<file path="src/rtl/smi_stream_ctrl.sv">
// rtl/smi_stream_ctrl.sv - SMI read-stream controller: channel FIFO words out as SMI bytes
//
// Serialises WORD_W-bit words from NUM_CH channel FIFOs onto the 8-bit SMI
// bus, MSB byte first, one byte per SOE strobe. The controller refills on
// demand, flags underruns and bad addresses, and has a per-channel
// test-counter mode.
//
// Optional feature: define SMI_STREAM_STATS_EN to add an 8-bit saturating
// underrun counter at ioc 2 that clears when read.
//
// Ports:
//   i_sys_clk, i_reset        clock, synchronous active-high reset
//   i_ioc, i_cs, i_fetch_cmd  register read address and qualifiers
//   o_data_out                register read data, one cycle after the fetch
//   o_fifo_pull               one-cycle pull pulse per channel
//   i_fifo_data               channel words, valid the cycle after the pull
//   i_fifo_empty, i_fifo_full per-channel FIFO flags
//   i_smi_a                   SMI address (3'b101 + c selects channel c)
//   i_smi_soe_se              asynchronous SOE strobe, active low
//   i_smi_test                test-counter mode
//   o_smi_data_out            byte presented to SMI
//   o_smi_read_req            data available, or test mode
//   o_smi_writing             i_smi_a[2]
//   o_address_error           sticky bad-address flag
module smi_stream_ctrl #(
  parameter int         NUM_CH     = 2,
  parameter int         WORD_W     = 32,
  parameter logic [7:0] MODULE_VER = 8'h02
) (
  input  logic                     i_sys_clk,
  input  logic                     i_reset,
  input  logic [4:0]               i_ioc,
  input  logic                     i_cs,
  input  logic                     i_fetch_cmd,
  output logic [7:0]               o_data_out,
  output logic [NUM_CH-1:0]        o_fifo_pull,
  input  logic [NUM_CH*WORD_W-1:0] i_fifo_data,
  input  logic [NUM_CH-1:0]        i_fifo_empty,
  input  logic [NUM_CH-1:0]        i_fifo_full,
  input  logic [2:0]               i_smi_a,
  input  logic                     i_smi_soe_se,
  input  logic                     i_smi_test,
  output logic [7:0]               o_smi_data_out,
  output logic                     o_smi_read_req,
  output logic                     o_smi_writing,
  output logic                     o_address_error
);

  localparam int NBYTES = WORD_W / 8;
  localparam int IDX_W  = (NBYTES > 1) ? $clog2(NBYTES) : 1;
  localparam logic [IDX_W-1:0] LAST_IDX = IDX_W'(NBYTES - 1);

  typedef enum logic [1:0] {S_EMPTY, S_PULL, S_LATCH, S_READY} state_t;

  state_t            state;
  logic [IDX_W-1:0]  idx;
  logic [WORD_W-1:0] hold;
  logic [1:0]        cur_ch;
  logic              drop;
  logic [2:0]        a_q;
  logic              soe_s1, soe_s2, soe_d;
  logic              underrun;
  logic [7:0]        tcnt [NUM_CH];

  logic              sel_valid, sel_idle, sel_bad, sel_empty;
  logic [1:0]        sel_ch;
  logic              strobe_end, a_chg, ur_evt, rd, rd_stat;
  logic [IDX_W-1:0]  idx_inc;
  logic [7:0]        cur_byte, nxt_byte, sel_cnt, status, stats_rd;
  logic [WORD_W-1:0] fifo_word;

  assign o_smi_read_req = (|(~i_fifo_empty)) | i_smi_test;
  assign o_smi_writing  = i_smi_a[2];

  // A strobe end is the rising edge of the synchronised SOE.
  assign strobe_end = soe_s2 & ~soe_d;
  // Any address change, including to idle or invalid, abandons the current word.
  assign a_chg      = (i_smi_a != a_q);
  assign ur_evt     = strobe_end && !i_smi_test && (state != S_READY);
  assign rd         = i_cs & i_fetch_cmd;
  assign rd_stat    = rd && (i_ioc == 5'd1);
  assign idx_inc    = idx + 1'b1;

  always_comb begin
    sel_idle  = (i_smi_a == 3'd0);
    sel_valid = (i_smi_a >= 3'd5) && (int'(i_smi_a) < 5 + NUM_CH);
    sel_bad   = !sel_idle && !sel_valid;
    sel_ch    = 2'(i_smi_a - 3'd5);
    sel_empty = 1'b1;
    sel_cnt   = 8'h00;
    fifo_word = '0;
    for (int c = 0; c < NUM_CH; c++) begin
      if (sel_ch == 2'(c)) begin
        sel_empty = i_fifo_empty[c];
        sel_cnt   = tcnt[c];
      end
      if (cur_ch == 2'(c)) fifo_word = i_fifo_data[c*WORD_W +: WORD_W];
    end
  end

  // cur_byte is the byte at idx; nxt_byte is the one a strobe end advances to,
  // so the output register updates in the same cycle idx does.
  always_comb begin
    cur_byte = hold[WORD_W-1 -: 8];
    nxt_byte = hold[WORD_W-1 -: 8];
    for (int b = 0; b < NBYTES; b++) begin
      if (idx == IDX_W'(b))     cur_byte = hold[WORD_W-1-8*b -: 8];
      if (idx_inc == IDX_W'(b)) nxt_byte = hold[WORD_W-1-8*b -: 8];
    end
  end

  always_comb begin
    status = 8'h00;
    for (int c = 0; c < NUM_CH; c++) begin
      status[2*c]   = i_fifo_empty[c];
      status[2*c+1] = i_fifo_full[c];
    end
    status[6] = underrun;
    status[7] = o_address_error;
  end

`ifdef SMI_STREAM_STATS_EN
  logic [7:0] ur_cnt;

  // Clear-on-read counter; an underrun in the read cycle itself counts as 1.
  always_ff @(posedge i_sys_clk) begin
    if (i_reset)
      ur_cnt <= 8'h00;
    else if (rd && (i_ioc == 5'd2))
      ur_cnt <= {7'd0, ur_evt};
    else if (ur_evt && (ur_cnt != 8'hFF))
      ur_cnt <= ur_cnt + 8'd1;
  end

  assign stats_rd = ur_cnt;
`else
  assign stats_rd = 8'h00;
`endif

  always_ff @(posedge i_sys_clk) begin
    if (i_reset) begin
      state           <= S_EMPTY;
      idx             <= '0;
      hold            <= '0;
      cur_ch          <= '0;
      drop            <= 1'b0;
      a_q             <= '0;
      soe_s1          <= 1'b1;
      soe_s2          <= 1'b1;
      soe_d           <= 1'b1;
      underrun        <= 1'b0;
      o_address_error <= 1'b0;
      o_smi_data_out  <= 8'h00;
      o_fifo_pull     <= '0;
      o_data_out      <= 8'h00;
      for (int c = 0; c < NUM_CH; c++) tcnt[c] <= 8'h00;
    end else begin
      soe_s1 <= i_smi_soe_se;
      soe_s2 <= soe_s1;
      soe_d  <= soe_s2;
      a_q    <= i_smi_a;

      // Sticky flags: a set event in a status-read cycle wins over the clear.
      underrun        <= ur_evt  | (underrun        & ~rd_stat);
      o_address_error <= sel_bad | (o_address_error & ~rd_stat);

      o_fifo_pull <= '0;
      case (state)
        S_EMPTY: begin
          if (sel_valid && !a_chg && !sel_empty && !i_smi_test) begin
            state  <= S_PULL;
            cur_ch <= sel_ch;
            drop   <= 1'b0;
            for (int c = 0; c < NUM_CH; c++) o_fifo_pull[c] <= (sel_ch == 2'(c));
          end
        end
        S_PULL: begin
          // The pull is already out; let the word land, then discard it.
          state <= S_LATCH;
          if (a_chg) drop <= 1'b1;
        end
        S_LATCH: begin
          hold  <= fifo_word;
          idx   <= '0;
          drop  <= 1'b0;
          state <= (drop || a_chg) ? S_EMPTY : S_READY;
        end
        default: begin
          if (a_chg || i_smi_test) begin
            state <= S_EMPTY;
          end else if (strobe_end) begin
            if (idx == LAST_IDX) state <= S_EMPTY;
            else                 idx   <= idx_inc;
          end
        end
      endcase

      for (int c = 0; c < NUM_CH; c++)
        if (i_smi_test && sel_valid && strobe_end && (sel_ch == 2'(c)))
          tcnt[c] <= tcnt[c] + 8'd1;

      if (!sel_valid)
        o_smi_data_out <= 8'h00;
      else if (i_smi_test) begin
        if (strobe_end) o_smi_data_out <= sel_cnt;
      end else if ((state == S_READY) && !a_chg) begin
        if (!strobe_end)           o_smi_data_out <= cur_byte;
        else if (idx == LAST_IDX)  o_smi_data_out <= 8'h00;
        else                       o_smi_data_out <= nxt_byte;
      end else if (strobe_end)
        o_smi_data_out <= 8'h00;

      if (rd) begin
        case (i_ioc)
          5'd0:    o_data_out <= MODULE_VER;
          5'd1:    o_data_out <= status;
          5'd2:    o_data_out <= stats_rd;
          default: o_data_out <= o_data_out;
        endcase
      end
    end
  end

endmodule

</file>
<file path="config.mk">
export PLATFORM = sky130hd
export DESIGN_NAME = smi_stream_ctrl
export DESIGN_NICKNAME = d
export VERILOG_FILES = /design/src/rtl/smi_stream_ctrl.sv
export SDC_FILE = /design/constraint.sdc
export NUM_CORES = 1
export LEC_CHECK = 0
export ABC_AREA = 0
export CAP_MARGIN = 10
export CORE_MARGIN = 2
export CORE_UTILIZATION = 67
export CTS_CLUSTER_SIZE = 12
export DETAILED_ROUTE_END_ITERATION = 8
export DONT_BUFFER_PORTS = 1
export PLACE_DENSITY_LB_ADDON = 0.2
export SLEW_MARGIN = 5
export SYNTH_ARGS = -nofsm -noshare
export SYNTH_HDL_FRONTEND = slang
export SYNTH_SLANG_ARGS = --single-unit
</file>
<file path="constraint.sdc">
create_clock -name i_sys_clk -period 3.83 [get_ports i_sys_clk]
set_clock_uncertainty 0.05 [all_clocks]
set_input_delay 0.1915 -clock i_sys_clk [delete_from_list [all_inputs] [get_ports i_sys_clk]]
set_output_delay 0.1915 -clock i_sys_clk [all_outputs]
set_load 0.02 [all_outputs]
</file>
# Yosys cells after proc, flatten, opt, wreduce, memory -nomap -nowiden
# Memory sizes are Yosys's and may differ from the RTL's.
# Cells that the tools add are included.
[totals]
ff_bits = 65
ram_bits = 16
inputBits = 82
output_inout_bits = 21
word_cells = 140
memories = 1
[memory_table]
columns = ["memory", "words", "width", "read_ports", "rd_clocked_by_memory_dff", "write_ports", "line_no", "text"]
rows = [
  ["tcnt", 2, 8, 2, 0, 2, "63", "logic [7:0] tcnt [NUM_CH];"],
]
[classes]
add_sub_neg = 4
order_cmp = 2
n_eq_ne = 20
mux = 42
n_bitwise = 16
n_reduce_logical = 41
[ops]
columns = ["operator", "n"]
rows = [
  ["2-to-1 mux 8 bit", 16],
  ["2-to-1 mux 32 bit", 2],
  ["case mux 8 bit (3 select lines)", 1],
  ["adder 8 x 1 -> 8 bit, second input constant", 2],
  ["2-to-1 mux 2 bit", 8],
  ["logical AND 1 bit", 13],
  ["equality test 2 bit, second input constant", 6],
  ["2-to-1 mux 1 bit", 12],
  ["equality test 2 x 1 -> 1 bit, second input constant", 5],
  ["nonzero test 5 bit", 2],
  ["logical NOT 2 bit", 3],
  ["inequality test 2 x 1 -> 1 bit, second input constant", 3],
  ["inequality test 2 bit, second input constant", 3],
  ["NOT 1 bit", 6],
  ["case mux 2 bit (3 select lines)", 1],
  ["AND reduction 2 bit", 3],
  ["AND reduction 3 bit", 2],
  ["nonzero test 3 bit", 2],
  ["OR reduction 2 bit", 3],
  ["equality test 5 x 1 -> 1 bit, second input constant", 1],
  ["equality test 5 x 2 -> 1 bit, second input constant", 1],
  ["logical NOT 1 bit", 5],
  ["logical NOT 5 bit", 1],
  ["OR 1 bit", 5],
  ["14 further kinds", 19],
]

# Logic depth before layout (Yosys ltp)
# Gate-level depths: netlist (run 1).
[depth]
depth_word = 9
mapped_depth = 10
ltp_nobuf = 7

# Worst setup path before layout (run 1)
# OpenSTA, ideal clock, no wires.
[synth_timing]
path_type = "reg-to-reg"
startpoint = "register idx[1]"
endpoint = "register o_smi_data_out[4]"
setup_ps = 134
arrival_ps = 1729
required_ps = 3646
slack_ps = 1917
path_stages_with_launch = 10
n_path_buf = 2
period_less_slack_ps = 1913
path_cell_list = "dfxtp_1 -> inv_1 -> ha_1 -> clkbuf_1 -> buf_2 -> mux2_2 -> o211ai_1 -> a21oi_1 -> o21ai_0 -> o31ai_1"
[synth_between]
elab_chain_cells = 9
word_cells_on_any_way = 17
classes_between = "add/sub (1); eq/ne (6); mux (10)"
[synth_lines]
columns = ["element", "line_no", "text"]
rows = [
  ["start: declaration", "56", "logic [IDX_W-1:0] idx;"],
  ["start signal: assignment", "193", "else idx <= idx_inc;"],
  ["adder 2 x 1 -> 2 bit", "82", "assign idx_inc = idx + 1'b1;"],
  ["equality test 2 x 1 -> 1 bit", "108", "if (idx_inc == IDX_W'(b)) nxt_byte = hold[WORD_W-1-8*b -: 8];"],
  ["2-to-1 mux 8 bit (3 in series)", "108", ""],
  ["2-to-1 mux 8 bit", "208", "else if (idx == LAST_IDX) o_smi_data_out <= 8'h00;"],
  ["2-to-1 mux 8 bit *", "207", "if (!strobe_end) o_smi_data_out <= cur_byte;"],
  ["2-to-1 mux 8 bit *", "206", "end else if ((state == S_READY) && !a_chg) begin"],
  ["2-to-1 mux 8 bit *", "204", "else if (i_smi_test) begin"],
  ["end signal: assignment", "205", "if (strobe_end) o_smi_data_out <= sel_cnt;"],
  ["end signal: assignment", "207", ""],
  ["end signal: assignment", "209", "else o_smi_data_out <= nxt_byte;"],
  ["end: declaration", "43", "output logic [7:0] o_smi_data_out,"],
]
# Every way passes the cells marked *; elsewhere a longest branch is shown, timed or not.
# A chain may end at the register's enable or synchronous reset.

# Final worst setup path (run 1)
[layout_timing]
startpoint = "input port i_smi_a[0]"
endpoint = "register cur_ch[1]"
[layout_between]
elab_chain_cells = 8
word_cells_on_any_way = 15
classes_between = "add/sub (1); order compare (2); eq/ne (2); mux (2); reduce/logical (8)"
[layout_lines]
columns = ["element", "line_no", "text"]
rows = [
  ["start: declaration", "40", "input logic [2:0] i_smi_a,"],
  ["subtractor 2 x 1 -> 2 bit *", "88", "sel_ch = 2'(i_smi_a - 3'd5);"],
  ["named net sel_ch[0]", "66", "logic [1:0] sel_ch;"],
  ["logical NOT 2 bit", "93", "if (sel_ch == 2'(c)) begin"],
  ["2-to-1 mux 1 bit", "93", ""],
  ["2-to-1 mux 1 bit *", "93", ""],
  ["logical NOT 1 bit *", "170", "if (sel_valid && !a_chg && !sel_empty && !i_smi_test) begin"],
  ["logical AND 1 bit * (2 in series)", "170", ""],
  ["AND reduction 2 bit (no source line) *", "-", ""],
  ["end signal: assignment", "172", "cur_ch <= sel_ch;"],
  ["end: declaration", "58", "logic [1:0] cur_ch;"],
]
# Mark *: on every way through the listed nets, which the timed path passes. The rest lies on a longest branch.

==> run metrics, run 1 <==
sequential element share of the synthesized area=38.5%; P_leak=1.81 nW; Arr. time, crit path=2.61 ns; status=finished clean; synth top area cells=dfxtp_1 (28%), mux2_2 (11%), edfxtp_1 (11%); FFs w/ async S/R, synth=0%; XOR/XNOR Fraction of Synth Area=2.90%; Post-synth EDFFs=16; dominant cell type by area after synthesis=dfxtp_1; Post-CTS Hold Buffers=11; first-pass GRT wire length=17000 um; layout cells sized above 1=15.7%; PostCTS Resize Cnt=0; final design utilization=74.6%; Peak Freq=around 420 MHz; # rows=29; clock sinks=79; die width=86.2 um; area share of fa/ha/maj cells after synthesis=3.87%; Initial Utilization=70.1%; Area Growth Syn to Fin=6.41%; Clock Latency Late Sink=0.35 ns; Root Driver=clkbuf_8; detailed-route vias per instance=6.40; Vias=3712; post-synthesis compound-gate area fraction=between 15 and 20%; storage element area=1740 um2; Cell Chain, Critical Path=dlygate4sd3_1, inv_1, ha_1, nor2b_1, o2bb2ai_1, nand4_1, mux2i_1, nor2_1; DRC viols=0; Final nets=594; Hold Crit Class=input pin to flop; die height=86.2 um; HPWL Detailed=7180 um; area of the die=between 7000 and 8000 um2; measured slew at the worst slew-check pin=around 0.9 ns; Clock Path Buffers=2; critical-path maximum fanout=14; total global-route track usage=between 20% and 30%; synth warn=0; CP Capture Type=flop; Final Wtd Congestion=0.902; H-tree levels=3; vias in the first global route=3521; TNS Setup=0 ns; drt first pass iters=5; critical path type=input pin to flop; port buffer count=0; Min Clock Period, post-route=2.41 ns; Multi-input gate area=2570 um2; Yosys reg bits=79; RSZ-0062 raised after global routing=no; max incr delay on CP=0.55 ns; # Post-CTS Setup Buffers=0; largest net degree at the start of global routing=between 50 and 60; initial antenna violation count=0; IO Pins=103; simple-gate share of the synthesized area=21.2%; post-synth top area share=27.9%; CORE AREA=6460 um2; Tcrit/Tclk final=62.8%; Min Hold Slack=0.0213 ns; Hold Violations, Final=0; mux share of post-synthesis cell area=around an eighth; Worst VDD drop=0.215 mV; Synth cell types=56; WL final=between 10000 and 15000 um; Worst EP required=4.03 ns; largest family of logic cells by synthesized area=simple AND/OR/NAND/NOR gates; max-cap viol count=0; Slew Limit Headroom=41.0%; wire per inst=~18 um; pwr dens=343 nW/um2; Iteration-0 DRC Markers=~220; CTS buffer count=9; antenna-violating nets left=0; synthesized instance count=508; grt ovf=0; Pins Over Slew Limit=0; CP max-delay cell=dlygate4sd3_1; setup violators final=0; ant diodes=0; mapped cell area=4530 um2; crit start category=input pin; top_reg_cell synth=dfxtp_1; fillers=483; Clk pin slew, worst setup/hold paths=0.10 ns; CTS tree=done; syn avg cell area=8.91 um2
## state kept, by name (all words and copies together), names as in the netlist
signal           flops
underrun             1
a_q                  3
hold                32
o_smi_data_out       8
cur_ch               2
drop                 1
soe_d                1
o_fifo_pull          2
state                2
soe_s1               1
idx                  2
o_address_error      1
soe_s2               1
tcnt                16
o_data_out           6
## final cells by class
cell class / count / share of cell area, %
Timing Repair Buffer: 15 / 3.12
Tap cell: 77 / 2.00
Inverter: 14 / 1.09
Sequential cell: 79 / 36.1
Clock inverter: 7 / 1.66
Clock buffer: 9 / 2.57
Multi-Input combinational cell: 379 / 53.4
## Yosys cell counts, drive strengths merged (9+ instances only)
cell    number
nor2        69
edfxtp      16
ha          14
inv         14
buf         11
nand2b      13
dfxtp       63
mux2        44
nand2       16
xor2         9
a21oi       45
clkbuf      26
nor2b       43
o21ai       13
o211ai      13
nand3       12
## logic make-up after synthesis
kind of cell	count (synthesis)
AND/OR/NAND/NOR	184
buffers and inverters	51
flip-flops	79
adder cells (fa/ha/maj)	14
other	1
XOR/XNOR	15
multiplexers	48
AO/OA/AOI/OAI	116
## critical path: cells and delay by family
family          cells  cell delay, ns
mux                 1            0.24
fa+ha+maj           1            0.37
compound gates      1            0.26
simple gates        3            0.88
buf+inv             2            0.65
## worst paths after layout
path                    from                 to  slack [ns]  cells past startpoint
setup / recovery  i_smi_a[0]          cur_ch[1]        1.42                      8
hold / removal      i_ioc[0]    o_address_error        0.02                      3
hold reg to reg       soe_s1             soe_s2        0.41                      1
setup reg to reg      idx[1]  o_smi_data_out[5]        1.50                      7
## cells in the final DEF (no fill, tap or decap), drive strengths merged, types with 3 or more instances in the layout
| cell | count |
|---|---|
| o21ai | 13 |
| edfxtp | 16 |
| mux2i | 4 |
| a22oi | 6 |
| xnor2 | 6 |
| nor3 | 6 |
| buf | 5 |
| clkinv | 3 |
| a221oi | 6 |
| nand2 | 16 |
| nor3b | 3 |
| dlygate4sd3 | 10 |
| ha | 14 |
| o211ai | 13 |
| xor2 | 9 |
| inv | 16 |
| nor2b | 43 |
| a21oi | 45 |
| nand2b | 13 |
| o31ai | 6 |
| mux2 | 44 |
| or3 | 3 |
| nand3 | 12 |
| and3 | 7 |
| or2 | 3 |
| a41oi | 3 |
| dfxtp | 63 |
| nor2 | 69 |
| clkbuf | 9 |
## metrics by stage
stage	instances	power [mW]	instance area [um2]	worst slack [ns]
after floorplan	509	1.00	4530	1.92
after global placement	552	1.01	4490	1.63
after detailed placement	552	1.01	4490	1.56
after CTS	579	1.66	4810	1.46
after global routing	580	1.71	4820	1.31
final	580	1.65	4820	1.42
## where the power goes
group	leakage (nW)	switching, mW	internal, mW
clock	0.102	0.332	0.309
sequential	0.674	0.0179	0.863
combinational	1.03	0.0750	0.0567
## routing by layer
metal / part of all wire (%) / global-route usage, % / up-vias
li1: - / - / 1777
met1: 43 / 38.0 / 1752
met2: 47 / 46.3 / 160
met5: 0 / 0 / -
met4: 2.5 / 12.9 / 0
met3: 7.6 / 6.95 / 23
(Power assumes the default switching activity.)
==> run 2, diff against run 1 <==
--- a/config.mk
+++ b/config.mk
@@ -8,7 +8,7 @@
 export ABC_AREA = 0
 export CAP_MARGIN = 10
 export CORE_MARGIN = 2
-export CORE_UTILIZATION = 67
+export CORE_UTILIZATION = 58
 export CTS_CLUSTER_SIZE = 12
 export DETAILED_ROUTE_END_ITERATION = 8
 export DONT_BUFFER_PORTS = 1
==> constraint.sdc (replaced) <==
create_clock -name i_sys_clk -period 2 [get_ports i_sys_clk]
set_clock_uncertainty 0.05 [all_clocks]
set_input_delay 0.1 -clock i_sys_clk [delete_from_list [all_inputs] [get_ports i_sys_clk]]
set_output_delay 0.1 -clock i_sys_clk [all_outputs]
set_load 0.02 [all_outputs]
==> run 2 against run 1 <==
Against the previous run: via count up 7.5%; die area up 15%; first-iteration DRC count down 17%; flip-flop and latch count unchanged; non-clock buffer count up 74; worst hold slack worse by 0.0050 ns; combinational power rose to 2.7 times the previous value; clock-buffer cell count up 1; critical path depth down 3; critical path type is now flop to flop; critical endpoint is now underrun.
==> run metrics, run 2 (synthesis results as in run 1) <==
largest net degree at the start of global routing=60 (+3.4%); CORE AREA=7650 um2 (+18%); most flop-heavy register=hold; layout cells sized above 1=17.2% (+1.5 points); most frequent cells in the layout=dlygate4sd3_1 (71), nor2_1 (68), dfxtp_1 (61); # rows=32 (+10%); Largest register FFs=32 (unchanged); critical path type=flop to flop; Arr. time, crit path=2.18 ns (-0.43 ns); commonest non-fill, non-tap cell in the layout=dlygate4sd3_1; Clk pin slew, worst setup/hold paths=0.08 ns (-0.02 ns); status=finished clean; final design utilization=74.0% (-0.60 points); P_leak=2.15 nW (+19%); HPWL Detailed=7230 um (+0.68%); ant diodes=0 (unchanged); Tcrit/Tclk final=approximately 96%; total global-route track usage=27.9% (-1.2 points); Min Clock Period, post-route=1.93 ns; IO Pins=103 (unchanged); non-filler cells, final=679 (+17%); Placed Instances=590 (+6.9%); CP Capture Type=flop; WL final=12000 um (+12%); Worst EP required=2.25 ns (-1.78 ns); Worst Hold Depth=3 (unchanged); clock sinks=79 (unchanged); vias in the first global route=3959 (+12%); Pins Over Slew Limit=0 (unchanged); area of the die=8530 um2 (+15%); # Post-CTS Setup Buffers=0 (unchanged); pwr dens=591 nW/um2 (+72%); Root Driver=clkbuf_8; R2R cell count=5 (-2); Hold Violations, Final=0 (unchanged); drt first pass iters=4 (-1); Final Wtd Congestion=0.868 (-3.8%); detailed-route vias per instance=5.88 (-8.2%); H-tree levels=3 (unchanged); Clock Path Buffers=2 (unchanged); Clock Latency Late Sink=0.35 ns (about the same); Vias=3990 (+7.5%); crit start category=flop; port buffer count=0 (unchanged); CTS buffer count=9 (unchanged); max-cap viol count=0 (unchanged); Peak Freq=519 MHz; wire per inst=17.6 um (-4.5%); critical-path maximum fanout=10 (-4); first-pass GRT wire length=18900 um (+11%); Iteration-0 DRC Markers=183 (-17%); CTS tree=done; die width=92.4 um (+7.1%); grt ovf=0 (unchanged); setup violators final=0 (unchanged); TNS Setup=0 ns (unchanged); initial antenna violation count=0 (unchanged); Final nets=668 (+12%); die height=92.4 um (+7.1%); Initial Utilization=59.2% (-11 points); Hold Crit Class=input pin to flop; DRC viols=0 (unchanged); Worst VDD drop=0.417 mV (+94%); antenna-violating nets left=0 (unchanged); RSZ-0062 raised after global routing=no; Area Growth Syn to Fin=25.0%; largest registers=hold: 32 flops, tcnt: 16 flops, o_smi_data_out: 8 flops
## run 2: cell types whose count changed in the layout (fill, tap and decap cells not counted), moves of 2 or more
cell,previous run,this run
ha_4,0,2
buf_4,4,14
ha_1,14,11
dlygate4sd3_1,10,71
dfxtp_1,63,61
clkinv_4,2,0
## run 2: routing by layer
metal	wire, um	share of wire (%)	track usage (%)
met4	231	1.9	10.3
met1	5060	42	35.5
met2	5860	49	47.3
met3	817	6.8	5.21
met5	0	0	0
## run 2: stage by stage
step | total power [mW] | hold WS, ns | instance area [um2] | worst slack [ns]
after floorplan | 1.92 | 0.154 | 4530 | 0.0873
after global placement | 1.94 | 0.126 | 4630 | 0.0787
after detailed placement | 1.94 | 0.128 | 4630 | 0.00968
after CTS | 3.35 | 0.000416 | 5580 | 0.00647
final | 3.35 | 0.0162 | 5660 | 0.0740
after global routing | 3.47 | 0.0237 | 5660 | 0.00609
## run 2: final cells by class
| class | instances | area (um2) |
|---|---|---|
| clock buffer | 10 | 128 |
| clock inverter | 6 | 85.1 |
| fill | 564 | 1990 |
| inverter | 14 | 52.6 |
| multi-input combinational | 379 | 2620 |
| sequential | 79 | 1750 |
| tap | 102 | 128 |
| timing repair buffer | 89 | 900 |
## run 2: path summary, 6_finish.rpt
| check | startpoint | endpoint | slack (ns) |
|---|---|---|---|
| worst max-delay path | soe_d | underrun | 0.07 |
| worst min-delay path | i_fifo_data[9] | hold[9] | 0.02 |
| worst max register to register | soe_d | underrun | 0.07 |
| worst min register to register | soe_s1 | soe_s2 | 0.38 |
## run 2: what timing repair did
action,4_1_cts,5_1_grt
cloned,0,1
resized for setup,1,12
hold buffers,72,0
hold endpoints to repair,57,0
setup endpoints to repair,2,25
## run 2: worst max-delay path: stages, from the launching register on
cell	delay, ns
dfxtp_1	0.38
nand2b_1	0.23
buf_4	0.21
or3_1	0.31
a21oi_1	0.14
dlygate4sd3_1	0.55
## run 2: report_power, final
group | internal [mW] | switching, mW | total [mW] | leakage (nW)
Combinational | 0.198 | 0.165 | 0.363 | 1.37
Clock | 0.699 | 0.599 | 1.30 | 0.102
Sequential | 1.65 | 0.0349 | 1.69 | 0.676
Total | 2.55 | 0.799 | 3.35 | 2.15
==> run 3, diff against run 2 <==
--- a/config.mk
+++ b/config.mk
@@ -8,7 +8,7 @@
 export ABC_AREA = 0
 export CAP_MARGIN = 10
 export CORE_MARGIN = 2
-export CORE_UTILIZATION = 58
+export CORE_UTILIZATION = 50
 export CTS_CLUSTER_SIZE = 12
 export DETAILED_ROUTE_END_ITERATION = 8
 export DONT_BUFFER_PORTS = 1
==> constraint.sdc (replaced) <==
create_clock -name i_sys_clk -period 2 [get_ports i_sys_clk]
set_clock_uncertainty 0.05 [all_clocks]
set_input_delay 0.3 -clock i_sys_clk [delete_from_list [all_inputs] [get_ports i_sys_clk]]
set_output_delay 0.3 -clock i_sys_clk [all_outputs]
set_load 0.02 [all_outputs]
==> run 3 against run 2 <==
Against the previous run: cell area is 14% lower; critical endpoint is now o_smi_data_out[6]; sequential power about the same; utilization decreased by 18 points.
==> run metrics, run 3 (synthesis results as in run 1) <==
status=finished clean; H-tree levels=3 (unchanged); port buffer count=0 (unchanged); Largest register FFs=32 (unchanged); most frequent cells in the layout=nor2_1 (68), dfxtp_1 (63), a21oi_1 (45); # rows=34 (+6.3%); Root Driver=clkbuf_8; critical-path maximum fanout=18 (+8); Worst VDD drop=0.271 mV (-35%); Pins Over Slew Limit=0 (unchanged); detailed-route vias per instance=5.82 (-1.0%); Arr. time, crit path=2.08 ns (-0.10 ns); final design utilization=55.7% (-18 points); critical path type=flop to flop; largest net degree at the start of global routing=53 (-12%); grt ovf=0 (unchanged); antenna-violating nets left=0 (unchanged); crit start category=flop; P_leak=1.83 nW (-15%); Clock Latency Late Sink=0.36 ns (about the same); Worst Hold Depth=2 (-1); vias in the first global route=3403 (-14%); HPWL Detailed=7340 um (+1.6%); Final Wtd Congestion=0.858 (-1.2%); Clock Path Buffers=2 (unchanged); setup violators final=0 (unchanged); wire per inst=16.8 um (-4.5%); Hold Violations, Final=0 (unchanged); ant diodes=0 (unchanged); Vias=3583 (-10%); die height=99.2 um (+7.4%); r2r setup slk=0.13 ns (+0.05 ns); # Post-CTS Setup Buffers=0 (unchanged); Peak Freq=534 MHz (+2.9%); DRC viols=0 (unchanged); Min Clock Period, post-route=1.87 ns (-0.0541 ns); Worst EP required=2.20 ns (-0.05 ns); CTS tree=done; drt first pass iters=4 (unchanged); max-cap viol count=0 (unchanged); Clk pin slew, worst setup/hold paths=0.09 ns (about the same); R2R cell count=6 (+1); IO Pins=103 (unchanged); first-pass GRT wire length=16600 um (-12%); Area Growth Syn to Fin=7.85%; Slew Limit Headroom=65.9%; total global-route track usage=21.0% (-6.9 points); WL final=10400 um (-13%); Final nets=599 (-10%); commonest non-fill, non-tap cell in the layout=nor2_1; initial antenna violation count=0 (unchanged); CTS buffer count=9 (unchanged); pwr dens=622 nW/um2 (+5.2%); area of the die=9830 um2 (+15%); largest registers=hold: 32 flops, tcnt: 16 flops, o_smi_data_out: 8 flops; Iteration-0 DRC Markers=146 (-20%); fillers=815 (+45%); most flop-heavy register=hold; Initial Utilization=51.7% (-7.5 points); clock sinks=79 (unchanged); layout cells sized above 1=18.7% (+1.5 points); TNS Setup=0 ns (unchanged); measured slew at the worst slew-check pin=0.509 ns; Tcrit/Tclk final=93.6% (-2.7 points); CORE AREA=8760 um2 (+15%); CP Capture Type=flop; Hold Crit Class=input pin to flop; die width=99.2 um (+7.4%)
-- run 3: repair_timing --
item                                    4_1_cts  5_1_grt
gates resized for setup                       1        5
endpoints found under the setup margin        1       25
hold buffers                                  3        0
endpoints found under the hold margin        52        0
-- run 3: layout make-up --
| type | count | area (um2) | area share, % |
|---|---|---|---|
| Timing Repair Buffer | 20 | 168 | 3.43 |
| Clock buffer | 9 | 124 | 2.54 |
| Clock inverter | 7 | 56.3 | 1.15 |
| Multi-Input combinational cell | 379 | 2610 | 53.4 |
| Inverter | 14 | 52.6 | 1.08 |
| Sequential cell | 79 | 1740 | 35.7 |
| Tap cell | 108 | 135 | 2.77 |
-- run 3: metrics by stage --
step                area, um2  instances  hold WS [ns]  setup WS (ns)  total power [mW]
finish                   4880        616        0.0351          0.128              3.04
global route             4880        616        0.0453        -0.0264              3.15
CTS                      4850        616        0.0292         0.0100              3.06
detailed placement       4630        597         0.330         0.0136              1.94
global placement         4630        597         0.329         0.0750              1.94
floorplan                4530        509         0.339         0.0873              1.92
-- run 3: per-layer routing --
metal	track usage (%)	vias to the layer above	share of wire, %
met1	29.3	1690	48
met4	6.53	0	1.1
li1	-	1788	-
met3	4.92	10	5.9
met5	0	-	0
met2	32.6	95	45
-- run 3: worst max-delay path, cell delays in order, from the launching register on --
cell and delay, ns:
dfxtp_1 0.44, inv_1 0.14, ha_1 0.28, buf_4 0.21, a2111oi_0 0.29, o21bai_1 0.13
a31o_2 0.23
-- run 3: power breakdown --
part | total [mW] | internal, mW | switching (mW)
Clock | 1.11 | 0.463 | 0.645
Combinational | 0.243 | 0.105 | 0.138
Sequential | 1.69 | 1.65 | 0.0333
-- run 3: final timing paths --
path / start / end
setup reg to reg: idx[0] / o_smi_data_out[6]
setup / recovery: idx[0] / o_smi_data_out[6]
hold / removal: i_reset / idx[0]
hold reg to reg: soe_s1 / soe_s2
